[config.mk]
export PLATFORM = sky130hd
export DESIGN_NAME = ccg_bist_sequencer
export DESIGN_NICKNAME = d
export VERILOG_FILES = /design/src/rtl/ccg_bist_pkg.sv /design/src/rtl/ccg_bist_sequencer_misr.sv /design/src/rtl/ccg_bist_sequencer.sv
export SDC_FILE = /design/constraint.sdc
export NUM_CORES = 1
export LEC_CHECK = 0
export BUFFER_PORTS_ARGS = -buffer_cell sky130_fd_sc_hd__buf_4
export CAP_MARGIN = 20
export CORE_AREA = 4 4 174 92
export DETAILED_ROUTE_END_ITERATION = 10
export DIE_AREA = 0 0 178 96
export PLACE_DENSITY = 0.74
export SYNTH_ARGS = -nofsm -noshare
export SYNTH_HDL_FRONTEND = slang
export SYNTH_HIERARCHICAL = 1
export SYNTH_SLANG_ARGS = --single-unit
[constraint.sdc]
create_clock -name clk -period 6.4 [get_ports clk]
set_input_delay 0 -clock clk [delete_from_list [all_inputs] [get_ports clk]]
set_output_delay 0 -clock clk [all_outputs]
set_load 0.005 [all_outputs]
[src/rtl/ccg_bist_pkg.sv]
// ccg_bist_pkg: shared FSM type, mode encodings, default MISR polynomial and LFSR tap table
package ccg_bist_pkg;
  typedef enum logic [1:0] {S_IDLE, S_APPLY, S_DONE} state_t;
  localparam logic [31:0] MISR_POLY_DEFAULT = 32'h04C1_1DB7;
  localparam logic MODE_COUNT = 1'b0;
  localparam logic MODE_LFSR = 1'b1;
  function automatic logic [31:0] tap(input int n);
    return 32'd1 << (n - 1);
  endfunction
  function automatic logic [31:0] lfsr_taps(input int w);
    case (w)
      3: return tap(3) | tap(2);
      4: return tap(4) | tap(3);
      5: return tap(5) | tap(3);
      6: return tap(6) | tap(5);
      7: return tap(7) | tap(6);
      8: return tap(8) | tap(6) | tap(5) | tap(4);
      9: return tap(9) | tap(5);
      10: return tap(10) | tap(7);
      11: return tap(11) | tap(9);
      12: return tap(12) | tap(6) | tap(4) | tap(1);
      13: return tap(13) | tap(4) | tap(3) | tap(1);
      14: return tap(14) | tap(5) | tap(3) | tap(1);
      15: return tap(15) | tap(14);
      16: return tap(16) | tap(15) | tap(13) | tap(4);
      17: return tap(17) | tap(14);
      18: return tap(18) | tap(11);
      19: return tap(19) | tap(6) | tap(2) | tap(1);
      20: return tap(20) | tap(17);
      21: return tap(21) | tap(19);
      22: return tap(22) | tap(21);
      23: return tap(23) | tap(18);
      24: return tap(24) | tap(23) | tap(22) | tap(17);
      25: return tap(25) | tap(22);
      26: return tap(26) | tap(6) | tap(2) | tap(1);
      27: return tap(27) | tap(5) | tap(2) | tap(1);
      28: return tap(28) | tap(25);
      29: return tap(29) | tap(27);
      30: return tap(30) | tap(6) | tap(4) | tap(1);
      31: return tap(31) | tap(28);
      32: return tap(32) | tap(22) | tap(2) | tap(1);
      default: return tap(w) | tap(w - 1);
    endcase
  endfunction
endpackage

[src/rtl/ccg_bist_sequencer_misr.sv]
// ccg_misr: Galois MISR with synchronous clear and capture enable
module ccg_misr
  import ccg_bist_pkg::*;
#(
  parameter int W = 32,
  parameter int D_W = 26,
  parameter logic [W-1:0] POLY = W'(MISR_POLY_DEFAULT)
) (
  input  logic           clk,
  input  logic           rst,
  input  logic           clr,
  input  logic           en,
  input  logic [D_W-1:0] d,
  output logic [W-1:0]   sig
);
  always_ff @(posedge clk)
    sig <= rst || clr ? '0 : en ? {sig[W-2:0], 1'b0} ^ (sig[W-1] ? POLY : '0) ^ W'(d) : sig;
endmodule

[src/rtl/ccg_bist_sequencer.sv]
// ccg_bist_sequencer: drives counter/LFSR vectors into a combinational CUT and compacts responses into a MISR
module ccg_bist_sequencer
  import ccg_bist_pkg::*;
#(
  parameter int IN_W = 21,
  parameter int OUT_W = 26,
  parameter int MISR_W = 32,
  parameter logic [MISR_W-1:0] MISR_POLY = MISR_W'(MISR_POLY_DEFAULT),
  parameter int SETTLE = 1
) (
  input  logic              clk,
  input  logic              rst,
  input  logic              start,
  input  logic              abort,
  input  logic              mode,
  input  logic [IN_W-1:0]   seed,
  input  logic [31:0]       num_vectors,
  output logic [IN_W-1:0]   dut_in,
  input  logic [OUT_W-1:0]  dut_out,
  output logic              busy,
  output logic              done,
  output logic [MISR_W-1:0] signature,
  output logic [31:0]       vec_idx
);
  localparam int SW = SETTLE > 1 ? $clog2(SETTLE) : 1;
  localparam logic [IN_W-1:0] TAPS = IN_W'(lfsr_taps(IN_W));
  state_t state, state_n;
  logic mode_r, start_ok, capture, last;
  logic [31:0] nvec;
  logic [SW-1:0] settle;
  logic [IN_W-1:0] first_vec, next_vec;
  assign start_ok = state == S_IDLE && start;
  assign last = vec_idx == nvec - 32'd1;
  assign capture = state == S_APPLY && !abort && settle == SW'(SETTLE - 1);
  assign first_vec = mode == MODE_LFSR ? (seed == '0 ? IN_W'(1) : seed) : '0;
  assign next_vec = mode_r == MODE_LFSR ? {dut_in[IN_W-2:0], ^(dut_in & TAPS)} : dut_in + IN_W'(1);
  always_ff @(posedge clk)
    state <= rst ? S_IDLE : state_n;
  always_comb begin
    busy = state != S_IDLE;
    done = state == S_DONE;
    state_n = state == S_IDLE ? (start ? (num_vectors == '0 ? S_DONE : S_APPLY) : S_IDLE)
            : state == S_APPLY ? (abort ? S_IDLE : capture && last ? S_DONE : S_APPLY)
            : S_IDLE;
  end
  always_ff @(posedge clk) begin
    if (rst) begin
      dut_in <= '0;
      vec_idx <= '0;
      nvec <= '0;
      mode_r <= MODE_COUNT;
      settle <= '0;
    end else if (start_ok) begin
      mode_r <= mode;
      nvec <= num_vectors;
      vec_idx <= '0;
      settle <= '0;
      if (num_vectors != '0) dut_in <= first_vec;
    end else if (state == S_APPLY && !abort) begin
      settle <= capture ? '0 : settle + SW'(1);
      if (capture && !last) begin
        dut_in <= next_vec;
        vec_idx <= vec_idx + 32'd1;
      end
    end
  end
  ccg_misr #(.W(MISR_W), .D_W(OUT_W), .POLY(MISR_POLY)) u_misr (
    .clk(clk),
    .rst(rst),
    .clr(start_ok),
    .en(capture),
    .d(dut_out),
    .sig(signature)
  );
endmodule

# Word-level counts from Yosys, hierarchy flattened

Index checks and enable logic that the tools add are counted.

Register bits: 121
Latch bits: 0
Bits in writable memories: 0
Bits in read-only memories: 0
Output and inout bits: 87
Memories: 0

Add/subtract/negate cells: 4
Multipliers: 0
Divide/modulo/power cells: 0
Order comparisons: 0
Eq/ne operators: 4
Shift operators: 0
Mux-type cells: 15
Bitwise logic cells: 3
Reductions and logical operators: 19

Operator list:

| cell                                                | number |
|---|---|
| 2-to-1 mux 21 bit                                   | 7 |
| adder 32 x 1 -> 32 bit, second input constant       | 1 |
| equality test 32 bit                                | 1 |
| zero test 32 bit                                    | 1 |
| nonzero test 32 bit                                 | 1 |
| subtractor 32 x 1 -> 32 bit, second input constant  | 1 |
| XOR 32 x 26 -> 32 bit                               | 1 |
| XOR 32 bit                                          | 1 |
| 2-to-1 mux 27 bit                                   | 1 |
| adder 21 x 1 -> 21 bit, second input constant       | 1 |
| zero test 21 bit                                    | 1 |
| XOR reduction 21 bit                                | 1 |
| 2-to-1 mux 2 bit                                    | 6 |
| nonzero test 2 bit                                  | 3 |
| logical AND 1 bit                                   | 5 |
| AND reduction 3 bit                                 | 1 |
| equality test 2 x 1 -> 1 bit, second input constant | 1 |
| equality test 2 bit, second input constant          | 1 |
| zero test 1 bit                                     | 2 |
| zero test 2 bit                                     | 1 |
| inequality test 2 bit, second input constant        | 1 |
| AND reduction 2 bit                                 | 1 |
| OR reduction 2 bit                                  | 1 |
| adder 1 bit, second input constant                  | 1 |
| 3 further kinds                                     | 3 |

# Longest topological paths before layout

Gate-level depths: netlist (run 1).

Depth after elaboration: 8
Mapped depth: 13
Mapped depth without buffers: 11

# Cells and area by module

The synthesis (run 1) kept the hierarchy.

Modules (own cells, without submodules):

| module             | instances | cells each | area an instance (µm²) | sequential area each (µm²) |
|---|---|---|---|---|
| ccg_bist_sequencer | 1         | 760        | 5600.4                 | 1781.7 |
| ccg_misr           | 1         | 149        | 1519.0                 | 640.6 |

# Worst setup path after synthesis (run 1)

Ideal clock, no wire load.

Path type: register -> register
Start point: register nvec[0]
End point: register vec_idx[5]
Library setup time: 0.128 ns
Arrival time: 3.320 ns
Required time: 6.272 ns
Setup slack: 2.952 ns
Stages on the path, launching flop included: 14
Path buffers: 2
Period minus slack after synthesis: 3.448 ns
Cells stage by stage: dfxtp_1 inv_1 ha_1 or4b_2 or4_4 or4_1 a31oi_1 o31ai_2 a2111oi_4 buf_6 buf_6 nor3_1 xnor2_1 nor2_1

Longest elaborated chain between the ends: 5

Ends and longest elaborated chain:

| element                              | RTL line                 | RTL |
|---|---|---|
| start, declared                      | ccg_bist_sequencer.sv:29 | `logic [31:0] nvec;` |
| start signal, assigned               | ccg_bist_sequencer.sv:55 | `nvec <= num_vectors;` |
| subtractor 32 x 1 -> 32 bit          | ccg_bist_sequencer.sv:33 | `assign last = vec_idx == nvec - 32'd1;` |
| equality test 32 bit                 | ccg_bist_sequencer.sv:33 |  |
| zero test 1 bit                      | ccg_bist_sequencer.sv:61 | `if (capture && !last) begin` |
| logical AND 1 bit                    | ccg_bist_sequencer.sv:61 |  |
| AND reduction 2 bit (no source line) | --                       |  |
| end signal, assigned                 | ccg_bist_sequencer.sv:63 | `vec_idx <= vec_idx + 32'd1;` |
| end, declared                        | ccg_bist_sequencer.sv:23 | `output logic [31:0] vec_idx` |

No other way between the ends.
A chain may end at the register's enable or synchronous reset.

# Worst setup path in the final report (run 1)

Start point: register nvec[0]
End point: register vec_idx[3]

Same word-level chain as after synthesis.

==> flow_results.org, run 1 <==
** Run status
- The flow ran to the end, and the final reports show no timing, DRC or antenna violations.

** Flow run
- Max Cap Violations :: 0

** Setup path
- Data on the critical path is required at its endpoint by 6.67 ns.
- Delay of the slowest critical-path stage :: between 0.6 and 0.7 ns
- Counting both buffers and inverters, the worst setup path holds a total of 2.
- On the critical path, the stage with the largest delay is an instance of sky130_fd_sc_hd__or4b_2.
- The critical path goes through inv_1, ha_1, or4b_2, or4_4, or4_1, a31oi_1, o31ai_2, a2111oi_4, buf_4, nor2_1, xnor2_1, nor2_1.
- The kind of cell with the highest combined delay along the critical path is simple AND/OR/NAND/NOR gates.
- Kind of capture point of the worst setup path :: register
- The most numerous cell type found on the critical path is sky130_fd_sc_hd__nor2_1.
- Critical path launch point type :: register
- Register-to-register setup slack :: 2.45 ns
- Start-to-end type of the worst setup path :: register to register
- Along the worst path, the maximum fanout reaches 27.
- Worst endpoint data arrival time :: between 4 and 5 ns

** Cells and area
- Final design utilization :: 0.677
- Final #Nets :: between 1000 and 1500
- Post-layout instance count excluding filler cells :: 1330
- Layout fillers :: around 1200
- From synthesis to final layout, the design area changed by 36.1%.
- Fraction of layout cells with a size suffix above 1 :: 0.201
- The number of antenna diodes in the final layout is 0.

** Drt
- Dividing the detail-routed via count by the number of cells gives 5.79.
- The final route contains 7696 vias.
- After detailed routing, the average wire length per cell comes to roughly 17 microns.
- Number of DRC markers after the initial detailed-route iteration :: a little under 700
- Remaining antenna violation count after routing :: 0
- The first detailed-routing pass took 5 iterations.
- Final Routed Wirelength :: ~23 mm
- DR DRC count :: 0

** Clock network
- The clock reaches the later pin of the worst-skew pair after about 0.42 ns.
- The tree is rooted in a sky130_fd_sc_hd__clkbuf_16.
- CTS built an H-tree with a depth of 4.
- TritonCTS built the clock tree.
- After clock tree synthesis, the clock-pin slew on the worst setup and hold paths is 0.06 ns.
- Clock buffer depth :: 2
- CTS-repair resized insts :: 0
- Total CTS buffers :: 17
- Number of sinks on the clock net :: about 120

** STA
- Final setup fails :: 0
- Measured against its own limit, the worst slew margin works out to 0.365.
- Summed over all failing endpoints, the final setup total negative slack is 0 ns.
- Count of pins over their slew limit :: 0
- Of the available clock period, the critical path in the final layout requires 0.616.
- For the pin with the worst max-slew slack, the measured transition is between 0.9 and 1 ns.
- Counting I/O delays and the setup requirement, the final critical path takes slightly below 4 ns.
- Timing would allow up to ~0.25 GHz.
- Worst clock skew on the final layout :: ~0.0099 ns
- Final number of hold-violating endpoints :: 0
- Setup repair after global routing left no endpoint under its margin.
- Across all setup checks in the final design, the least slack found is between 2 and 2.5 ns.

** Power and ir drop
- Peak supply drop :: 0.189 mV
- Dividing total power by cell area gives a power density of ~220 nW/um^2.
- Summed over all cells, the static leakage comes to between 3 and 4 nW.

** Global routing
- GR Util All Layers :: 0.267
- The first global-routing pass estimated between 30 and 40 mm of wire.
- The number of antenna violations at the first check in global routing came to 0.
- Vias in the first global route :: ~7400
- Pin count of the biggest net entering global routing :: 65
- Overall overflow remaining after global route :: 0

** Floorplan
- Die X-Extent :: between 150 and 200 microns
- Starting Density :: 0.497
- The region available for standard cell placement spans around 14000 sq um.
- Placement row count :: 31
- The floorplan step set the die height to 96 microns.
- Pin placement for this block handled between 150 and 200 I/O pins.
- Die Footprint :: 17100 sq um

** Hold path
- The min-delay analysis places its worst path in the category input port to register.

** Placement
- At the placement stage, the worst setup path has a slack of roughly 2.5 ns.
- Number of port buffers :: 170
- Final weighted congestion in routability-driven placement :: ~0.94
- Once detailed placement completed, the half-perimeter wirelength came to 15.5 mm.
- In this run, placement finished with an instance count of between 1000 and 1500.

** Yosys
- Ys Warns :: 6
- Post-Syn Area per Cell :: a little under 8 sq um
- In the synthesized netlist the dominant register cell turns out to be sky130_fd_sc_hd__dfxtp_1.
- Asr flop ratio synth :: 0
- Yosys mapped a number of flops with a built-in enable equal to 0.
- The number of nets in the synthesized netlist is 996.
- Synthesis-stage register bit count :: ~120
- Sequential cell area fraction in the yosys report :: 0.340
- The cell count after synthesis came out at 909.
- Post-Syn Area :: 7120 sq um
- Yosys mapped the design onto between 60 and 70 distinct sky130hd cell types.
## metrics by stage
step / total power [mW] / hold WS [ns] / cell area [sq um]
finish: 2.15 / 0.0105 / 9690
global route: 2.23 / 0.0343 / 9690
CTS: 2.15 / 0.00189 / 9680
detailed placement: 1.17 / 0.268 / 8390
global placement: 1.16 / 0.261 / 8380
floorplan: 1.05 / 0.136 / 7120
## layer usage
layer / routed length [microns] / track usage
met5: 0 / 0
met4: 704 / 0.108
met3: 1850 / 0.0604
met2: 10900 / 0.441
met1: 9570 / 0.343
## kinds of logic (layout without fill, tap and decap cells)
family,after synthesis,in the layout,synth area share
XOR/XNOR,90,90,0.111
buffers and inverters,70,293,0.0497
multiplexers,22,22,0.0311
adder cells (fa/ha/maj),3,3,0.00527
AND/OR/NAND/NOR,415,415,0.292
flip-flops,121,121,0.340
AO/OA/AOI/OAI,188,188,0.170
## power breakdown
| group | leakage, nW | switching (mW) | internal (mW) |
|---|---|---|---|
| clock | 0.271 | 0.373 | 0.573 |
| sequential | 0.985 | 0.0494 | 0.782 |
| combinational | 2.44 | 0.189 | 0.183 |
| total | 3.69 | 0.612 | 1.54 |
## Yosys cell counts (all sizes together), types with 3 or more instances
| library cell | number | area [sq um] |
|---|---|---|
| inv | 12 | 45.0 |
| xnor2 | 72 | 631 |
| dfxtp | 121 | 2420 |
| nand2 | 122 | 458 |
| xor2 | 18 | 158 |
| and2 | 5 | 31.3 |
| o21ai | 46 | 234 |
| a2111oi | 4 | 53.8 |
| o211ai | 3 | 22.5 |
| or4 | 11 | 90.1 |
| ha | 3 | 37.5 |
| nor2b | 3 | 18.8 |
| a32o | 5 | 50.1 |
| and3 | 14 | 87.6 |
| buf | 23 | 178 |
| nor3b | 7 | 52.6 |
| or3 | 10 | 62.6 |
| a211oi | 28 | 215 |
| nor3 | 27 | 140 |
| o31ai | 7 | 57.6 |
| and4 | 4 | 35.0 |
| or2 | 4 | 25.0 |
| clkbuf | 34 | 128 |
| nor4 | 33 | 219 |
| nand2b | 15 | 93.8 |
| nor2 | 97 | 364 |
| mux2i | 21 | 210 |
| a22oi | 4 | 30.0 |
| a31oi | 7 | 43.8 |
| nand3 | 31 | 155 |
| nand4 | 22 | 138 |
| a21oi | 62 | 310 |
| o211a | 3 | 30.0 |
## area by class of cell
class	instances	area, sq um	share of cell area
flip-flops and latches	121	2420	0.250
repair buffers	248	2050	0.212
multi-input cells	718	4340	0.448
inverters	13	48.8	0.00504
clock buffers	17	425	0.0439
clock inverters	15	153	0.0158
well taps	198	248	0.0256
## sequential cells by signal, summed over array words and instances, names as in the netlist
name and flops:
dut_in 21, mode_r 1, nvec 32, settle 1, state 2, u_misr/sig 32, vec_idx 32
## path summary, 6_finish.rpt
path | start | end | depth (start not counted)
min reg2reg | nvec[31]$_SDFFE_PP0P_ | nvec[31]$_SDFFE_PP0P_ | 2
min | seed[20] | dut_in[20]$_SDFFE_PP0P_ | 4
max | nvec[0]$_SDFFE_PP0P_ | vec_idx[3]$_SDFFE_PP0P_ | 12
max reg2reg | nvec[0]$_SDFFE_PP0P_ | vec_idx[3]$_SDFFE_PP0P_ | 12
## cells in the final DEF, fill, tap and decap left out, drive strengths merged, types with 28 or more instances in the layout
cell type    synthesis  routed
nand3               31      31
a21oi               62      62
nor4                33      33
o21ai               46      46
a211oi              28      28
nand2              122     122
dfxtp              121     121
xnor2               72      72
nor2                97      97
dlygate4sd3          0      71
buf                 23     177
## timing repair
action,CTS,global route
endpoints found under the hold margin,72,0
setup buffers,0,0
hold buffers,71,0
## worst register-to-register path, cell delays in order, from the launching register on
cell and delay, ns:
sky130_fd_sc_hd__dfxtp_1 0.35, sky130_fd_sc_hd__inv_1 0.08, sky130_fd_sc_hd__ha_1 0.23, sky130_fd_sc_hd__or4b_2 0.62, sky130_fd_sc_hd__or4_4 0.47, sky130_fd_sc_hd__or4_1 0.48
sky130_fd_sc_hd__a31oi_1 0.21, sky130_fd_sc_hd__o31ai_2 0.13, sky130_fd_sc_hd__a2111oi_4 0.50, sky130_fd_sc_hd__buf_4 0.38, sky130_fd_sc_hd__nor2_1 0.12, sky130_fd_sc_hd__xnor2_1 0.19
sky130_fd_sc_hd__nor2_1 0.05
(Power assumes the default switching activity.)
==> run 2, diff against run 1 <==
CORE_AREA = 4 4 176 93   (was 4 4 174 92)
DIE_AREA = 0 0 180 97   (was 0 0 178 96)
PLACE_DENSITY = 0.76   (was 0.74)
clock period = 3.55 ns   (was 6.4 ns; I/O delays follow)
==> run 2 against run 1 <==
- the run now ends with setup timing left
- die area grew 2.2%
- wire length is 19% higher
- sequential share of layout area shrank 1.5 points
- worst hold slack improved by 0.0039 ns
- maximum frequency increased by 8.3%
- combinational power rose by 130%
- clock skew about the same
- global-route usage rose by 2.2 points
- critical path type unchanged
==> flow_results.org, run 2 (synthesized netlist as in run 1, its figures left out) <==
** Global routing
- Vias in the first global route :: 7223 (was 7383)
- GR Util All Layers :: 0.289 (was 0.267)
- The largest net degree at the start of global routing is 65 (unchanged).
- Wire length of the first global-routing pass :: 40.9 mm (was 36.8 mm)
- The remaining global-route overflow was 0 (unchanged).
- The number of antenna violations at the first check in global routing is 0 (unchanged).

** Clock network
- The clock-pin slew on the worst setup and hold paths came to 0.06 ns (about the same).
- Number of sinks on the clock net :: 121 (unchanged)
- The clock latency on the worst-skew pair was 0.42 ns (about the same).
- The H-tree depth reported by CTS was 4 (unchanged).
- Total CTS buffers :: 17 (unchanged)
- The clock root buffer is sky130_fd_sc_hd__clkbuf_16 (unchanged).
- The largest buffer count on any clock path is 2 (unchanged).
- The CTS tree was yes (unchanged).

** Cells and area
- Layout fillers :: 1203 (was 1167)
- Post-layout instance count excluding filler cells :: 1390 (was 1330)
- The area growth from synthesis to final layout is 45.4% (was 36.1%).
- The most common cell after layout, fill and taps aside was sky130_fd_sc_hd__buf_4 (unchanged).
- Regs by FF count: nvec (32), u_misr/sig (32), vec_idx (32) (unchanged).
- Fraction of layout cells with a size suffix above 1 :: 0.260 (was 0.201)
- The post-route cell area is 10300 sq um (was 9690 sq um).
- The number of nets in the layout came to 1261 (was 1206).
- Final design utilization :: 0.693 (was 0.677)
- Area taken by multi-input logic gates :: 4510 sq um (was 4340 sq um)
- Diode count :: 0 (unchanged)
- Most frequent cells in the layout :: sky130_fd_sc_hd__buf_4, sky130_fd_sc_hd__nand2_1, sky130_fd_sc_hd__dfxtp_1 (unchanged)
- The area used by sequential logic in the layout is 2430 sq um (was 2420 sq um).

** Setup path
- The biggest fanout along the worst timing path was 10 (was 27).
- The worst path required time was 3.86 ns (was 6.67 ns).
- RR Startpoint :: nvec[10]$_SDFFE_PP0P_ (was nvec[0]$_SDFFE_PP0P_)
- Crit-path slowest cell :: sky130_fd_sc_hd__or4_4 (was sky130_fd_sc_hd__or4b_2)
- Most common cell on crit path :: sky130_fd_sc_hd__or4_4 (was sky130_fd_sc_hd__nor2_1)
- The delay of the slowest cell on the worst path came to 0.61 ns (was 0.62 ns).
- The endpoint type of the worst setup path is a register (unchanged).
- The type of origin of the critical path was a register (unchanged).
- Register-to-register setup slack :: -0.09 ns (was 2.45 ns)
- The gate family responsible for the most delay along the worst path is simple AND/OR/NAND/NOR gates (unchanged).
- Worst endpoint data arrival time :: 3.95 ns (was 4.21 ns)
- The total buffers and inverters traversed by the critical path is 2 (unchanged).
- Start-to-end type of the worst setup path :: register to register (unchanged)
- Cell Chain, Critical Path :: or4_4, or4_4, or4_4, a31oi_4, o31ai_4, a2111oi_4, buf_4, o21ai_4, buf_6, a211oi_1 (was inv_1, ha_1, or4b_2, or4_4, or4_1, a31oi_1, o31ai_2, a2111oi_4, buf_4, nor2_1, xnor2_1, nor2_1)
- The worst reg-to-reg path cell count is 10 (was 12).
- The instance count on the critical path was 10 (was 12).
- The end of the worst register-to-register path is dut_in[6]$_SDFFE_PP0P_ (was vec_idx[3]$_SDFFE_PP0P_).

** Power and ir drop
- The switching fraction of total power is 0.295 (was 0.285).
- The sequential group share of total power is 0.373 (was 0.387).
- Pwr per Cell Area :: 386 nW/um^2 (was 222 nW/um^2)
- The part of the power in the clock network is 0.411 (was 0.440).
- Switching component of the power :: 1.18 mW (was 0.612 mW)
- The standby leakage power came to 4.02 nW (was 3.69 nW).
- The post-layout total power is 3.99 mW (was 2.15 mW).
- The cell internal power dissipation came to 2.81 mW (was 1.54 mW).
- Peak supply drop :: 0.318 mV (was 0.189 mV)
- The combinational fraction of design power came to 0.216 (was 0.173).

** Run status
- The checks that failed: setup timing.
- Status :: finished with violations (was finished, final reports clean)

** Floorplan
- The placement row count was 32 (was 31).
- Std-Cell Core Area :: 14900 sq um (was 14300 sq um)
- Starting Density :: 0.477 (was 0.497)
- The top-level I/O count came to 171 (unchanged).
- The area of the die is 17500 sq um (was 17100 sq um).
- Die X-Extent :: 180 microns (was 178 microns)
- Die height :: 97 microns (was 96 microns)

** Flow run
- The count of max-cap constraint violations was 0 (unchanged).

** Hold path
- Hold path start :: seed[3] (was seed[20])
- Worst Hold Path EP :: dut_in[3]$_SDFFE_PP0P_ (was dut_in[20]$_SDFFE_PP0P_)
- Number of cells on the worst hold path :: 3 (was 4)
- Tightest Hold Check Type :: input port to register (unchanged)

** STA
- The accumulated negative setup slack is -0.903 ns (was 0 ns).
- The worst-margin pin slew is 0.941 ns (was 0.950 ns).
- Unrepaired setup endpoints after global routing: yes (was no).
- Max-Slew Margin vs Limit :: 0.371 (was 0.365)
- The total count of max-transition violations in the final report came to 0 (unchanged).
- Worst clock skew on the final layout :: 0.0102 ns (was 0.00985 ns)
- Min cycle time layout :: 3.64 ns (was 3.95 ns)
- The count of endpoints failing setup in the final report is 21 (was 0).
- The maximum operating frequency is 0.275 GHz (was 0.253 GHz).
- Final number of hold-violating endpoints :: 0 (unchanged)
- Final setup margin :: -0.0921 ns (was 2.45 ns)
- Worst hold margin :: 0.0144 ns (was 0.0105 ns)
- The part of the cycle the worst path needs came to 1.03 (was 0.616).

** Drt
- Detail-routed via count per cell :: 5.90 (was 5.79)
- Amount of wire on met2 after detailed routing :: 10.3 mm (was 10.9 mm)
- Remaining antenna violation count after routing :: 0 (unchanged)
- The uppermost layer routed is met5 (was met4).
- Average wire per standard cell :: 19.7 microns (was 17.3 microns)
- The met1 routed wirelength after detailed routing is 12.8 mm (was 9.57 mm).
- The total routed wirelength was 27.4 mm (was 23.0 mm).
- Sum of met3 wire segment lengths after detailed routing :: 3.90 mm (was 1.85 mm)
- Number of DRC markers after the initial detailed-route iteration :: 1111 (was 686)
- DR DRC count :: 0 (unchanged)
- The detailed-routing iteration count for the pre-antenna-repair pass was 6 (was 5).
- Via count :: 8197 (was 7696)

** Placement
- The placement-stage worst setup slack is -0.0421 ns (was 2.51 ns).
- The area of placed instances was 8740 sq um (was 8390 sq um).
- The post-DP HPWL is 18.7 mm (was 15.5 mm).
- DP Cell Count :: 1276 (was 1226)
- The number of I/O port buffers came to 170 (unchanged).
- Final weighted congestion in routability-driven placement :: 0.983 (was 0.940)
run 2: cell count changes in the layout (fill, tap and decap cells not counted), moves of 3 or more:
cell / previous run / this run
sky130_fd_sc_hd__buf_4: 175 / 221
sky130_fd_sc_hd__nor2_1: 97 / 88
sky130_fd_sc_hd__nor2_2: 0 / 5
sky130_fd_sc_hd__a21oi_1: 62 / 58
sky130_fd_sc_hd__a21oi_2: 0 / 4
sky130_fd_sc_hd__buf_6: 1 / 5
sky130_fd_sc_hd__dfxtp_1: 121 / 117
sky130_fd_sc_hd__dfxtp_2: 0 / 4
sky130_fd_sc_hd__nor2_4: 0 / 4
sky130_fd_sc_hd__clkbuf_16: 17 / 20
run 2: power groups by stage:
stage,logic [mW],clock network (mW),registers (mW)
floorplan,0.406,0,1.49
global placement,0.681,0,1.51
detailed placement,0.687,0,1.51
CTS,0.754,1.66,1.48
global route,0.919,1.71,1.50
finish,0.863,1.64,1.49
run 2: layout make-up:
type / instances / area share
Timing Repair Buffer: 303 / 0.246
Clock buffer: 18 / 0.0424
Sequential cell: 121 / 0.235
Multi-Input combinational cell: 718 / 0.436
Clock inverter: 13 / 0.0118
Tap cell: 204 / 0.0247
Inverter: 13 / 0.00472
run 2: worst max-delay path by stage:
| stage | start | to |
|---|---|---|
| floorplan | nvec[0]$_SDFFE_PP0P_ | vec_idx[5]$_SDFFE_PP0P_ |
| global placement | nvec[0]$_SDFFE_PP0P_ | vec_idx[27]$_SDFFE_PP0P_ |
| detailed placement | nvec[9]$_SDFFE_PP0P_ | vec_idx[21]$_SDFFE_PP0P_ |
| CTS | nvec[0]$_SDFFE_PP0P_ | vec_idx[7]$_SDFFE_PP0P_ |
| global route | nvec[10]$_SDFFE_PP0P_ | dut_in[6]$_SDFFE_PP0P_ |
| finish | nvec[10]$_SDFFE_PP0P_ | dut_in[6]$_SDFFE_PP0P_ |
run 2: what timing repair did:
action,CTS,global route
setup buffers,0,4
hold buffers,72,0
hold endpoints to repair,73,0
resized for setup,2,45
setup endpoints to repair,17,54
gates cloned,0,7
pin swaps,0,20
run 2: tightest hold or removal path, stage by stage:
cell and delay [ns]:
sky130_fd_sc_hd__buf_4 0.12, sky130_fd_sc_hd__a22oi_1 0.17, sky130_fd_sc_hd__a211oi_1 0.09
run 2: layer usage:
layer  track usage  up-vias
met2         0.370      522
met1         0.466     3832
li1              -     3788
met4        0.0451        2
met3        0.0947       53
met5             0        -
